--- src/rtl/button_enable_gen.sv ---
// button_enable_gen
//   Turns a raw, bouncy pushbutton into a clean debounced level and a
//   single-cycle count-enable pulse stream: one pulse on press and, when
//   REPEAT_EN is set, auto-repeat pulses while the button stays held.
//
// Parameters
//   DEBOUNCE_CYCLES : synchronized cycles a new level must persist (1..2^20)
//   REPEAT_EN       : 1 = auto-repeat while held, 0 = one pulse per press
//   REPEAT_DELAY    : cycles from press pulse to first repeat pulse (2..2^24)
//   REPEAT_PERIOD   : cycles between subsequent repeat pulses (2..2^24)
//
// Ports
//   clock_i   : single clock, all state on the rising edge
//   reset_i   : synchronous active-high reset
//   button_i  : raw asynchronous button level, 1 = pressed
//   enable_o  : registered single-cycle count-enable pulse
//   pressed_o : registered debounced button level
module button_enable_gen #(
  parameter int unsigned DEBOUNCE_CYCLES = 1000,
  parameter int unsigned REPEAT_EN       = 1,
  parameter int unsigned REPEAT_DELAY    = 50000,
  parameter int unsigned REPEAT_PERIOD   = 10000
) (
  input  logic clock_i,
  input  logic reset_i,
  input  logic button_i,
  output logic enable_o,
  output logic pressed_o
);

  localparam int unsigned TMR_MAX = (REPEAT_DELAY > REPEAT_PERIOD) ? REPEAT_DELAY : REPEAT_PERIOD;
  localparam int unsigned TMR_W   = $clog2(TMR_MAX + 1);
  localparam int unsigned DEB_W   = $clog2(DEBOUNCE_CYCLES + 1);

  localparam logic [DEB_W-1:0] DEB_LAST    = DEB_W'(DEBOUNCE_CYCLES - 1);
  localparam logic [TMR_W-1:0] DELAY_LAST  = TMR_W'(REPEAT_DELAY - 1);
  localparam logic [TMR_W-1:0] PERIOD_LAST = TMR_W'(REPEAT_PERIOD - 1);

  typedef enum logic [1:0] {
    RELEASED,
    HELD_DELAY,
    HELD_REPEAT
  } state_t;

  // Two-flop synchronizer; only btn_s is used downstream.
  logic sync_q;
  logic btn_s;

  always_ff @(posedge clock_i) begin
    if (reset_i) begin
      sync_q <= 1'b0;
      btn_s  <= 1'b0;
    end else begin
      sync_q <= button_i;
      btn_s  <= sync_q;
    end
  end

  // Debounce: any cycle where btn_s agrees with the accepted level clears
  // the counter, so a bounce shorter than DEBOUNCE_CYCLES never gets through.
  logic [DEB_W-1:0] deb_cnt;
  logic             deb_accept;
  logic             press_evt;
  logic             release_evt;

  assign deb_accept  = (btn_s != pressed_o) && (deb_cnt == DEB_LAST);
  assign press_evt   = deb_accept &&  btn_s;
  assign release_evt = deb_accept && !btn_s;

  always_ff @(posedge clock_i) begin
    if (reset_i) begin
      deb_cnt   <= '0;
      pressed_o <= 1'b0;
    end else if (btn_s == pressed_o) begin
      deb_cnt <= '0;
    end else if (deb_cnt == DEB_LAST) begin
      pressed_o <= btn_s;
      deb_cnt   <= '0;
    end else begin
      deb_cnt <= deb_cnt + DEB_W'(1);
    end
  end

  // Pulse FSM. It reacts to the debounce accept event rather than to the
  // registered pressed_o, so the press pulse lands on the same edge that
  // pressed_o rises and a release on the expiry edge suppresses the pulse.
  state_t           state;
  state_t           state_n;
  logic [TMR_W-1:0] timer;
  logic [TMR_W-1:0] timer_n;
  logic             enable_n;

  always_ff @(posedge clock_i) begin
    if (reset_i) begin
      state    <= RELEASED;
      timer    <= '0;
      enable_o <= 1'b0;
    end else begin
      state    <= state_n;
      timer    <= timer_n;
      enable_o <= enable_n;
    end
  end

  always_comb begin
    state_n  = state;
    timer_n  = timer;
    enable_n = 1'b0;
    case (state)
      RELEASED: begin
        timer_n = '0;
        if (press_evt) begin
          state_n  = HELD_DELAY;
          enable_n = 1'b1;
        end
      end
      HELD_DELAY: begin
        if (release_evt) begin
          state_n = RELEASED;
          timer_n = '0;
        end else if (REPEAT_EN != 0) begin
          if (timer == DELAY_LAST) begin
            state_n  = HELD_REPEAT;
            timer_n  = '0;
            enable_n = 1'b1;
          end else begin
            timer_n = timer + TMR_W'(1);
          end
        end
      end
      HELD_REPEAT: begin
        if (release_evt) begin
          state_n = RELEASED;
          timer_n = '0;
        end else if (timer == PERIOD_LAST) begin
          timer_n  = '0;
          enable_n = 1'b1;
        end else begin
          timer_n = timer + TMR_W'(1);
        end
      end
      default: begin
        state_n = RELEASED;
        timer_n = '0;
      end
    endcase
  end

endmodule

--- config.mk ---
export PLATFORM = sky130hd
export DESIGN_NAME = button_enable_gen
export DESIGN_NICKNAME = d
export VERILOG_FILES = /design/src/rtl/button_enable_gen.sv
export SDC_FILE = /design/constraint.sdc
export NUM_CORES = 1
export LEC_CHECK = 0
export BUFFER_PORTS_ARGS = -buffer_cell sky130_fd_sc_hd__buf_4
export CORE_ASPECT_RATIO = 0.75
export CORE_MARGIN = 4
export CORE_UTILIZATION = 35
export CTS_CLUSTER_SIZE = 8
export DETAILED_ROUTE_END_ITERATION = 7
export PLACE_DENSITY_LB_ADDON = 0.12
export SETUP_SLACK_MARGIN = 0.05
export SYNTH_ARGS = -nofsm -noshare
export SYNTH_HDL_FRONTEND = slang
export SYNTH_SLANG_ARGS = --single-unit
--- constraint.sdc ---
create_clock -name clock_i -period 3.15 [get_ports clock_i]
set_input_delay 0 -clock clock_i [delete_from_list [all_inputs] [get_ports clock_i]]
set_output_delay 0 -clock clock_i [all_outputs]
set_load 0.01 [all_outputs]
==> flow_metrics.py <==
metrics = {
    "status": {
        "status": "finished, final reports clean",
    },
    "worst_setup_path": {
        "endpoint_kind": "flip-flop",
        "arrival_ps": 2320,
        "startpoint_type": "flip-flop",
        "r2r_setup_slack_ps": 1010,
        "critical_path_class": "reg2reg",
        "path_max_fanout": 4,
        "rr_worst_depth": 6,
        "required_ps": 3330,
    },
    "pwr": {
        "p_leak_nw": 0.532,
        "pwr-share-comb_pct": 1.5,
        "p_switching_mw": 0.153,
        "power.density_nw_per_um2": 407,
        "max-vdd-ir-drop_mv": 0.207,
        "clkPwrFrac_pct": 44.9,
        "seqPwrFrac_pct": 53.6,
        "power_switching_share_pct": 20.1,
        "intPower_mw": 0.607,
    },
    "timing": {
        "final_max_slew_viol_count": 0,
        "fin_crit_ps": 2140,
        "setup_tns_ps": 0,
        "clock.fmax_mhz": 467,
        "period_share_pct": 68.0,
        "rsz0062_at_grt": "no",
        "finalSetupViolCount": 0,
        "worst_slew_pin_slew_ps": 572,
        "slew_headroom_pct": 61.8,
        "finalHoldViolCount": 0,
        "finClkSkew_ps": 2.86,
    },
    "die": {
        "num_io_pins": 5,
        "die_y_um": 68.0,
        "fp.dieArea_um2": 5980,
        "fp.coreArea_um2": 4550,
        "rows": 21,
        "die_w_um": 88.0,
        "initial_utilization_pct": 36.9,
    },
    "cts": {
        "cts_sinks": 32,
        "cts.path.max_buffers": 2,
        "cts_htree_levels": 2,
        "post_cts_resized": 0,
        "cts-root-buf": "clkbuf_8",
        "clk_latency_ps": 280,
        "clkTransAtPathRegs_ps": 60,
        "cts_tree": "built",
        "cts-buffers-inserted": 5,
    },
    "yosys": {
        "yosysMostFrequentCell": "dfxtp_1",
        "netlist_instances": 178,
        "seq_area_frac_synth_pct": 38.2,
        "synth_top_area_share_pct": 38.2,
        "synth.avg_cell_area_um2": 9.43,
        "synth_edf_count": 0,
        "synthArstFlopShare_pct": 0,
        "synth_top_area_cell": "dfxtp_1",
        "netlist_top_cells_count": "dfxtp_1 (32), nor2_1 (16), a211oi_1 (14)",
        "synth.distinct_cells": 42,
        "ys_warn_count": 0,
        "synth_area_leaders": "dfxtp_1 (38%), a211oi_1 (6.3%), xnor2_1 (6.3%), ha_1 (4.5%), xor2_1 (3.7%)",
        "synth-seq-cells": 32,
        "syn_area_um2": 1680,
        "synth_flop_cell": "dfxtp_1",
        "syn_nets": 187,
    },
    "routing": {
        "drtIter0Drc": 90,
        "detail-route-antenna-nets": 0,
        "vias": 1309,
        "drtPass1Iterations": 4,
        "post_drt_wl_per_cell_um": 13.9,
        "drc_errors": 0,
        "routed_wl_mm": 3.37,
        "vias_per_cell": 5.39,
    },
    "finish": {
        "area_delta_synth_final_pct": 11.3,
        "final_cell_area_um2": 1870,
        "nets": 195,
        "drive_gt1_share_pct": 10.2,
        "fillers": 455,
        "n_antenna_cell": 0,
    },
    "min_path": {
        "hold_path_class": "reg2reg",
        "worstHoldPathCells": 1,
    },
    "global_route": {
        "grt_usage_pct": 12.9,
        "grt_pass1_vias": 1279,
        "grt_max_degree": 18,
        "grt_pass1_wl_mm": 5.89,
        "overflow": 0,
        "antenna_found_initial": 0,
    },
    "flow_run": {
        "max_cap_viol_count": 0,
    },
    "placement": {
        "io_buffers": 4,
        "routabilityCongestion": 0.846,
        "place_area_um2": 1740,
        "dp_hpwl_mm": 2.35,
    },
}
## kinds of logic (layout without fill, tap and decap cells)
family,Yosys count,count (layout),synth area share (%)
multiplexers,1,1,0.597
AND/OR/NAND/NOR,76,76,27.2
XOR/XNOR,19,19,9.92
adder cells (fa/ha/maj),6,6,4.47
AO/OA/AOI/OAI,30,30,15.6
buffers and inverters,14,22,4.03
flip-flops,32,32,38.2
## worst paths after layout
check	from	to
setup / recovery	state[0]$_SDFFE_PP0P_	state[1]$_SDFFE_PP0P_
hold / removal	sync_q$_SDFF_PP0_	btn_s$_SDFF_PP0_
setup reg to reg	state[0]$_SDFFE_PP0P_	state[1]$_SDFFE_PP0P_
hold reg to reg	sync_q$_SDFF_PP0_	btn_s$_SDFF_PP0_
## cell type report
cell class	instances	area, µm²	share of cell area [%]
clock buffer	7	96.3	5.16
tap	57	71.3	3.82
timing repair buffer	7	60.1	3.22
multi-input combinational	132	970	51.9
sequential	32	641	34.3
inverter	8	30.0	1.61
## per-stage QoR
| stage | hold slack, ps | utilization, % | cells | total power, mW | setup WS (ps) |
|---|---|---|---|---|---|
| 6_report | 452 | 41.1 | 243 | 0.760 | 1010 |
| 5_1_grt | 473 | 41.1 | 243 | 0.792 | 920 |
| 4_1_cts | 457 | 41.1 | 243 | 0.775 | 1030 |
| 3_5_place_dp | 215 | 38.3 | 233 | 0.425 | 1040 |
| 3_3_place_gp | 214 | 38.3 | 233 | 0.425 | 1050 |
| 2_1_floorplan | 128 | - | 178 | 0.422 | 1300 |
## worst max-delay path, stage by stage, from the launching register on
cell and delay [ps]:
dfxtp_1 380, inv_1 100, ha_1 250, nor3b_1 270
or4b_1 510, o211a_1 170, a2111oi_2 350
## per-layer routing
metal	track usage (%)	part of all wire, %	vias up
li1	-	-	675
met1	17.3	54	609
met2	18.9	41	17
met3	3.25	3.4	8
met4	6.90	1.8	0
met5	0	0	-
## power groups by stage
stage | Sequential (mW) | Clock (mW) | Combinational (mW)
2_1_floorplan | 0.416 | 0 | 0.00572
3_3_place_gp | 0.416 | 0 | 0.00828
3_5_place_dp | 0.416 | 0 | 0.00828
4_1_cts | 0.407 | 0.357 | 0.0111
5_1_grt | 0.407 | 0.372 | 0.0127
6_report | 0.407 | 0.341 | 0.0110
## placed cells by master, fill, tap and decap left out, types with 4 or more instances in the layout
cell type	synthesis	routed
nor4_1	4	4
nand4b_1	4	4
clkbuf_8	0	7
ha_1	6	6
nand2_1	10	10
buf_4	2	4
inv_1	8	8
xnor2_1	12	12
nand4_1	5	5
a211oi_1	14	14
nor3_1	6	6
nor2_1	16	16
nand3_1	8	8
dfxtp_1	32	32
xor2_1	7	7
## state kept, by name, summed over array words and instances (netlist names)
signal,flops
btn_s,1
enable_o,1
pressed_o,1
state,2
timer,16
sync_q,1
deb_cnt,10
## what timing repair did
item                      in CTS  in global routing
buffers inserted               0                  0
hold buffers                   3                  0
hold endpoints to repair       5                  0
Power figures use the tool's default switching activity.
